File: config.mk
export PLATFORM = sky130hd
export DESIGN_NAME = sym9_share_arbiter
export DESIGN_NICKNAME = d
export VERILOG_FILES = /design/src/rtl/sym9_pkg.sv /design/src/rtl/sym9_eval.sv /design/src/rtl/sym9_share_arbiter.sv
export SDC_FILE = /design/constraint.sdc
export NUM_CORES = 1
export LEC_CHECK = 0
export ABC_CLOCK_PERIOD_IN_PS = 5620
export CAP_MARGIN = 20
export CORE_ASPECT_RATIO = 1.5
export CORE_MARGIN = 1
export CORE_UTILIZATION = 51
export CTS_CLUSTER_DIAMETER = 50
export DETAILED_ROUTE_END_ITERATION = 8
export GPL_TIMING_DRIVEN = 0
export PLACE_DENSITY = 0.83
export SKIP_CTS_REPAIR_TIMING = 1
export SYNTH_ARGS = -nofsm -noshare
export SYNTH_HDL_FRONTEND = slang
export SYNTH_SLANG_ARGS = --single-unit
File: constraint.sdc
create_clock -name clk -period 5.62 [get_ports clk]
set_clock_uncertainty 0.2 [all_clocks]
set_input_delay 0.843 -clock clk [delete_from_list [all_inputs] [get_ports clk]]
set_output_delay 0.843 -clock clk [all_outputs]
set_load 0.1 [all_outputs]
File: src/rtl/sym9_pkg.sv
// Shared definitions for the 9symml evaluator and its round-robin sharing arbiter.
// Function width, the popcount window that yields a 1, FSM states and popcount helper.
package sym9_pkg;

    localparam int SYM9_W  = 9;
    localparam int SYM9_LO = 3;
    localparam int SYM9_HI = 6;

    typedef enum logic [1:0] {
        IDLE = 2'd0,
        BUSY = 2'd1,
        DONE = 2'd2
    } stateT;

    function automatic logic [3:0] popcount9(input logic [SYM9_W-1:0] value);
        logic [3:0] sum;
        sum = 4'd0;
        for (int i = 0; i < SYM9_W; i++) begin
            sum = sum + {3'd0, value[i]};
        end
        return sum;
    endfunction

endpackage

File: src/rtl/sym9_eval.sv
// Combinational 9symml evaluator.
// The output is 1 when the operand's popcount lies inside the SYM9_LO..SYM9_HI window.
module sym9_eval
    import sym9_pkg::*;
(
    input  logic [SYM9_W-1:0] i_operand,
    output logic              o_resBit,
    output logic [3:0]        o_weight
);

    logic [3:0] w_weight;

    assign w_weight = popcount9(i_operand);
    assign o_weight = w_weight;
    assign o_resBit = (w_weight >= 4'(SYM9_LO)) && (w_weight <= 4'(SYM9_HI));

endmodule

File: src/rtl/sym9_share_arbiter.sv
// Round-robin arbiter sharing one sym9_eval between N_REQ valid/ready requesters.
// Each result is registered together with the requester ID and is held until the consumer accepts it.
module sym9_share_arbiter
    import sym9_pkg::*;
#(
    parameter  int N_REQ    = 4,
    parameter  int EVAL_LAT = 1,
    parameter  int CNT_W    = 16,
    localparam int ID_W     = (N_REQ > 1) ? $clog2(N_REQ) : 1
)(
    input  logic                      clk,
    input  logic                      rst_n,
    input  logic [N_REQ-1:0]          req_valid,
    input  logic [SYM9_W*N_REQ-1:0]   req_data,
    output logic [N_REQ-1:0]          req_ready,
    output logic                      res_valid,
    input  logic                      res_ready,
    output logic                      res_bit,
    output logic [3:0]                res_weight,
    output logic [ID_W-1:0]           res_id,
    output logic                      busy,
    output logic [CNT_W-1:0]          eval_cnt
);

    localparam int TMR_W = (EVAL_LAT > 1) ? $clog2(EVAL_LAT) : 1;

    stateT              r_state;
    stateT              w_nextState;
    logic [ID_W-1:0]    r_rrPtr;
    logic [SYM9_W-1:0]  r_operand;
    logic [ID_W-1:0]    r_reqId;
    logic [TMR_W-1:0]   r_timer;
    logic               r_resBit;
    logic [3:0]         r_resWeight;
    logic [ID_W-1:0]    r_resId;
    logic [CNT_W-1:0]   r_evalCnt;

    logic               w_grantFound;
    logic [ID_W-1:0]    w_grantIdx;
    logic [ID_W:0]      w_candIdx;
    logic [N_REQ-1:0]   w_grantOneHot;
    logic [SYM9_W-1:0]  w_grantData;
    logic               w_evalBit;
    logic [3:0]         w_evalWeight;

    // Search upward from the last winner so every waiting requester is reached within N_REQ grants.
    always_comb begin
        w_grantFound = 1'b0;
        w_grantIdx   = '0;
        w_candIdx    = '0;
        for (int k = 1; k <= N_REQ; k++) begin
            w_candIdx = {1'b0, r_rrPtr} + (ID_W+1)'(k);
            if (w_candIdx >= (ID_W+1)'(N_REQ)) begin
                w_candIdx = w_candIdx - (ID_W+1)'(N_REQ);
            end
            if (!w_grantFound && req_valid[w_candIdx[ID_W-1:0]]) begin
                w_grantFound = 1'b1;
                w_grantIdx   = w_candIdx[ID_W-1:0];
            end
        end
    end

    assign w_grantOneHot = w_grantFound ? (N_REQ'(1) << w_grantIdx) : '0;
    assign w_grantData   = req_data[SYM9_W*int'(w_grantIdx) +: SYM9_W];

    sym9_eval u_eval (
        .i_operand (r_operand),
        .o_resBit  (w_evalBit),
        .o_weight  (w_evalWeight)
    );

    always_ff @(posedge clk or negedge rst_n) begin
        if (!rst_n) begin
            r_state <= IDLE;
        end else begin
            r_state <= w_nextState;
        end
    end

    always_comb begin
        w_nextState = r_state;
        case (r_state)
            IDLE:    if (w_grantFound)    w_nextState = BUSY;
            BUSY:    if (r_timer == '0)   w_nextState = DONE;
            DONE:    if (res_ready)       w_nextState = IDLE;
            default:                      w_nextState = IDLE;
        endcase
    end

    // req_ready is masked by rst_n so a held request cannot see a grant while reset is asserted.
    always_comb begin
        req_ready = '0;
        res_valid = 1'b0;
        busy      = 1'b0;
        case (r_state)
            IDLE: req_ready = rst_n ? w_grantOneHot : '0;
            BUSY: busy      = 1'b1;
            DONE: begin
                busy      = 1'b1;
                res_valid = 1'b1;
            end
            default: ;
        endcase
    end

    always_ff @(posedge clk or negedge rst_n) begin
        if (!rst_n) begin
            r_rrPtr     <= ID_W'(N_REQ - 1);
            r_operand   <= '0;
            r_reqId     <= '0;
            r_timer     <= '0;
            r_resBit    <= 1'b0;
            r_resWeight <= 4'd0;
            r_resId     <= '0;
            r_evalCnt   <= '0;
        end else begin
            case (r_state)
                IDLE: begin
                    if (w_grantFound) begin
                        r_operand <= w_grantData;
                        r_reqId   <= w_grantIdx;
                        r_rrPtr   <= w_grantIdx;
                        r_timer   <= TMR_W'(EVAL_LAT - 1);
                    end
                end
                BUSY: begin
                    if (r_timer == '0) begin
                        r_resBit    <= w_evalBit;
                        r_resWeight <= w_evalWeight;
                        r_resId     <= r_reqId;
                    end else begin
                        r_timer <= r_timer - 1'b1;
                    end
                end
                DONE: begin
                    if (res_ready) begin
                        r_evalCnt <= r_evalCnt + 1'b1;
                    end
                end
                default: ;
            endcase
        end
    end

    assign res_bit    = r_resBit;
    assign res_weight = r_resWeight;
    assign res_id     = r_resId;
    assign eval_cnt   = r_evalCnt;

endmodule
=== Word-level counts from Yosys, hierarchy flattened ===
Index checks and enable logic that the tools add are counted.
W data, S select, Z words.

* Register bits after elaboration: 39
* Input port bits: 43
* Output and inout bits: 29
* Logic and storage cells: 93

* Add/sub/neg operators: 18
* Multipliers: 1
* Magnitude comparators: 10
* Equal/unequal tests: 5
* Shift-type cells: 2
* Mux-type cells: 32
* Bitwise operators: 1
* Reductions and logical operators: 15

{| class="wikitable"
|+ Operators with widths
! operator !! count
|-
| $shiftx A36 B7 Y9 || 1
|-
| $add A4 B1 Y4 || 7
|-
| $mux W2 || 11
|-
| $add A16 B1 Y16 const B || 1
|-
| $ge A3 B3 Y1 const B || 4
|-
| $lt A2 B3 Y1 const B || 4
|-
| $mux W1 || 12
|-
| $mux W4 || 3
|-
| $bmux W1 S2 || 4
|-
| $reduce_and A2 Y1 || 4
|-
| $sub A2 B1 Y2 const B || 4
|-
| $add A2 B2 Y3 const B || 2
|-
| $mul A4 B2 Y6 const A || 1
|-
| $ne A2 B2 Y1 const B || 3
|-
| $pmux W2 S3 || 1
|-
| $ge A4 B2 Y1 const B || 1
|-
| $le A4 B3 Y1 const B || 1
|-
| $logic_and A1 B1 Y1 || 4
|-
| $shl A1 B2 Y4 const A || 1
|-
| $add A2 B1 Y3 const B || 1
|-
| $add A2 B3 Y3 const B || 1
|-
| $logic_not A1 Y1 || 3
|-
| $reduce_and A3 Y1 || 1
|-
| $add A1 B1 Y2 || 1
|-
| other kinds (8) || 8
|}

=== Depth between registers and ports, before layout ===
Gate-level depths: netlist of the first run.

* Depth after elaboration: 19
* Mapped depth: 11

=== Cells and area by module ===
Synthesis of the first run repeated with hierarchy kept, for this count alone.

* Cells, all modules: 199
* Area, all modules: 2197.1 um^2

{| class="wikitable"
|+ By module, submodules not included
! module !! instances !! cells an instance !! area an instance (um^2)
|-
| sym9_share_arbiter || 1 || 171 || 1969.4
|-
| sym9_eval || 1 || 28 || 227.7
|}

=== Worst setup path before layout of the first run ===
OpenSTA, ideal clock, no wires.

* Path type: input -> output
* From: input req_valid[3]
* To: output req_ready[0]
* Data arrival time: 3.723 ns
* Path slack: 0.854 ns
* Stages on the path: 6
* Cell sequence: mux2i_2 o22ai_4 a21o_1 buf_6 buf_8 nor3_1

* Word-level cells in the longest chain between the ends: 16

{| class="wikitable"
|+ Ends and longest elaborated chain
! element !! line !! source
|-
| from (decl) || sym9_share_arbiter.sv:13 || <nowiki>input logic [N_REQ-1:0] req_valid,</nowiki>
|-
| $bmux W1 S2 || sym9_share_arbiter.sv:56 || <nowiki>if (!w_grantFound && req_valid[w_candIdx[ID_W-1:0]]) begin</nowiki>
|-
| $mux W1 (not written as such) || sym9_share_arbiter.sv:56 ||
|-
| $mux W1 || sym9_share_arbiter.sv:56 ||
|-
| $logic_not A1 Y1 || sym9_share_arbiter.sv:56 ||
|-
| $logic_and A1 B1 Y1 || sym9_share_arbiter.sv:56 ||
|-
| $mux W1 || sym9_share_arbiter.sv:56 ||
|-
| $logic_not A1 Y1 || sym9_share_arbiter.sv:56 ||
|-
| $logic_and A1 B1 Y1 || sym9_share_arbiter.sv:56 ||
|-
| $mux W1 || sym9_share_arbiter.sv:56 ||
|-
| $logic_not A1 Y1 || sym9_share_arbiter.sv:56 ||
|-
| $logic_and A1 B1 Y1 || sym9_share_arbiter.sv:56 ||
|-
| $mux W2 || sym9_share_arbiter.sv:56 ||
|-
| $shl A1 B2 Y4 || sym9_share_arbiter.sv:63 || <nowiki>assign w_grantOneHot = w_grantFound ? (N_REQ'(1) << w_grantIdx) : '0;</nowiki>
|-
| $mux W4 (*) || sym9_share_arbiter.sv:63 ||
|-
| $mux W4 (*) || sym9_share_arbiter.sv:96 || <nowiki>IDLE: req_ready = rst_n ? w_grantOneHot : '0;</nowiki>
|-
| $mux W4 (*) || sym9_share_arbiter.sv:95 || <nowiki>case (r_state)</nowiki>
|-
| to (decl) || sym9_share_arbiter.sv:15 || <nowiki>output logic [N_REQ-1:0] req_ready,</nowiki>
|}

Every way passes the cells marked *; elsewhere a longest branch is shown, timed or not. The select of a mux whose other input is x is not followed.

=== Worst setup path after layout of the first run ===
* From: input req_valid[3]
* To: output req_ready[1]

Same word-level chain as after synthesis.

==> implementation parameters, run 1 <==
Parameter                              Value

GRT
  Largest net degree at the start of global routing    41
  GR Overflow Total    0
  Overall Global Routing Usage    21.1%
  First-pass GRT wire length    8020 um
  Vias in the first global route    1893
  Number of antenna violations at the first check in global routing    0

Timing
  RSZ-0062 raised after global routing    no
  Max transition margin    34.6%
  Accumulated negative setup slack    0 ns
  Setup violators final    0
  Upper clock frequency limit    207 MHz
  Number of endpoints with negative hold slack in the final report    0
  Minimum clock period    4.84 ns
  Slew of the pin with the lowest slew margin    0.978 ns
  Final-report max-slew violation count    0
  Share of the clock period used by the worst path after layout    86.2%
  Worst hold slack    0.269 ns

Die
  Number of placed I/O pins    72
  Number of rows created at floorplan    29
  Die Footprint    0.00485 mm^2
  Initial core utilization    54.0%
  Die W    57.2 um
  Core footprint    0.00432 mm^2
  Vertical die dimension    84.8 um

Critical path
  Flop2flop setup slack    2.04 ns
  Required time worst endpoint    4.58 ns
  Category of the worst setup path launch point    input pin
  Kind of end point of the critical path    primary output
  Capturing point of the worst reg2reg path    res_bit
  Length in cells of the worst reg-to-reg path    11
  Launching point of the worst reg2reg path    r_operand[0]
  CP Max Fanout    10
  Type of the setup path with the least slack    input pin to primary output
  Critical path arrival    3.80 ns

Yosys
  Proportion of synthesized chip area in sequential cells    40.9%
  Register bit count reported by yosys    38
  Syn avg cell area    10.1 um^2
  Netlist Area Pre-Place    0.00233 mm^2
  Post-synthesis cell type count    44
  Total number of yosys warnings    0
  Primary FF master, synth    sky130_fd_sc_hd__dfrtp_1
  Nets in the synthesized netlist    289
  Fraction of registers with async set or reset after synthesis    100%
  Count of flip-flops with a built-in enable after synthesis    0
  Post-Syn Instances    230

Placement
  Sum of net half-perimeters after detailed placement    3730 um
  Placed insts    347
  Cell area reported after detailed placement    0.00309 mm^2
  Weighted congestion at the end of routability-driven global placement    0.873
  Total of buffers placed on input and output ports    71

Drt
  Final wirelength    4630 um
  Post-detailed-route DRC marker count    6
  First-iteration detailed-routing DRC count    75
  Vias per std cell    5.51
  Via count    1956
  Number of search-and-repair iterations in the first detailed-routing pass    7
  Remaining antenna violation count    0
  Wire length per cell    13.0 um

Power
  Internal power of the cells    1110 uW
  Relative contribution of sequential cells to total power    20.3%
  Clock network fraction of total power    9.9%
  Pwr/cell area    694 mW/mm^2
  Switching share of total power    49.8%
  Worst voltage drop across the vdd grid    0.328 mV
  NetSw    1110 uW
  Leak pwr    0.00139 uW
  Proportion of power drawn by combinational gates    69.8%

Final layout
  Fraction of final layout cells with drive strength greater than 1    8.09%
  Layout area overhead    37.3%
  Final-stage net count    367
  Final cell area excluding filler cells    0.00320 mm^2
  Final Util    74.1%
  Most common library cell in the layout ignoring fill and taps    sky130_fd_sc_hd__clkdlybuf4s50_1
  Final standard cell count with taps included and fillers excluded    355
  Commonest cells after routing, fill and taps aside    70 x sky130_fd_sc_hd__clkdlybuf4s50_1, 36 x sky130_fd_sc_hd__dfrtp_1, 26 x sky130_fd_sc_hd__inv_1
  Diode insertion count for antenna repair    0

Run
  Max-capacitance violation count    0

CTS
  CTS sink count    38
  Clock tree from TritonCTS    yes
  Clock latency on the worst-skew pair    0.28 ns
  Library cell used as clock root buffer    sky130_fd_sc_hd__clkbuf_8
  Clock slew seen by the registers of the worst setup and hold paths    0.07 ns
  Buffer depth of the longest clock path    2
  CTS buffer count    5
  Level count of the clock H-tree    2

Hold path
  Worst hold start    eval_cnt[15]
  Hold path depth    1
  Terminating pin of the worst hold path    eval_cnt[15]
  Hold crit path type    flop to flop

Outcome
  Violated checks    design-rule violations
  Result of the run    finished, violations left
final cells by class:
cell class                 instances  area, um^2
inverter                          26        97.6
clock inverter                     1        30.0
clock buffer                       7        76.3
sequential                        38         953
tap                               46        57.6
fill                             305        1120
buffer                             9        63.8
multi-input combinational        157        1210
timing repair buffer              71         706
cells in the mapped netlist (all sizes together) (2+ instances only):
master,number,area (um^2)
nand2,11,41.3
o32ai,2,25.0
nand3,5,25.0
ha,11,138
inv,26,97.6
o22ai,2,26.3
xnor2,14,123
a21o,2,15.0
mux2,5,56.3
clkbuf,2,7.51
nand4,6,37.5
and4,2,17.5
fa,5,100
nor3,3,15.0
and3,3,18.8
nor2,20,75.1
xor2,3,26.3
o21ai,7,38.8
o21a,2,15.0
dfrtp,36,901
a21oi,5,25.0
nand2b,2,12.5
nor2b,3,18.8
mux2i,9,93.8
and2,2,12.5
dfstp,2,52.6
buf,7,56.3
a211oi,25,188
flip-flops by register name, summed over array words and instances (netlist names):
register,count
eval_cnt,16
r_operand,9
res_weight,4
r_reqId,2
r_rrPtr,2
r_state,2
res_id,2
res_bit,1
critical path, stage by stage:
cell and delay (ns):
sky130_fd_sc_hd__clkdlybuf4s50_1 0.61, sky130_fd_sc_hd__nor4_1 0.12, sky130_fd_sc_hd__nor2b_1 0.25, sky130_fd_sc_hd__buf_2 0.27, sky130_fd_sc_hd__buf_2 0.22, sky130_fd_sc_hd__nand2_1 0.10, sky130_fd_sc_hd__nor3_1 0.21, sky130_fd_sc_hd__clkdlybuf4s50_1 1.17
layer usage:
| metal | up-vias | wire (um) | share of wire [%] | global-route usage (%) |
|---|---|---|---|---|
| met5 | - | 0 | 0 | 0 |
| met4 | 0 | 66 | 1.4 | 7.10 |
| met3 | 6 | 242 | 5.2 | 3.54 |
| met2 | 77 | 2490 | 54 | 39.5 |
| met1 | 911 | 1840 | 40 | 23.5 |
| li1 | 962 | - | - | - |
how the worst max path moves through the flow:
| stage | from | end | slack (ns) | cells past startpoint |
|---|---|---|---|---|
| global route | req_valid[3] | req_ready[0] | 0.64 | 8 |
| floorplan | req_valid[3] | req_ready[0] | 0.85 | 6 |
| global placement | rst_n | req_ready[2] | 0.43 | 4 |
| CTS | req_valid[3] | req_ready[1] | 0.79 | 8 |
| finish | req_valid[3] | req_ready[1] | 0.78 | 8 |
| detailed placement | req_valid[3] | req_ready[1] | 0.82 | 8 |
cells by family after synthesis:
group                      share of synthesized area [%]
AOI/OAI and AO/OA                                   16.4
xor gates and xnor gates                            6.39
adders and majority gates                           10.2
buffers and inverters                               6.93
DFF                                                 40.9
muxes                                               6.44
and+or+nand+nor                                     12.7
per-stage QoR:
step           worst slack, ns  total power [uW]
2_1_floorplan            0.854              1680
3_3_place_gp             0.428              1970
3_5_place_dp             0.816              2010
4_1_cts                  0.786              2250
5_1_grt                  0.638              2410
6_report                 0.778              2220
power groups by stage:
stage	Clock, uW	Sequential [uW]	Combinational, uW
4_1_cts	223	451	1570
6_report	219	452	1550
5_1_grt	237	467	1700
2_1_floorplan	0	718	963
3_5_place_dp	0	455	1560
3_3_place_gp	0	449	1520
Power figures use the tool's default switching activity.
==> inputs of run 2 (changes only) <==
SETUP_SLACK_MARGIN = 0.1   (was not set)
==> results of run 2 <==
Final layout, timing and power as in run 1 (identical DEF).
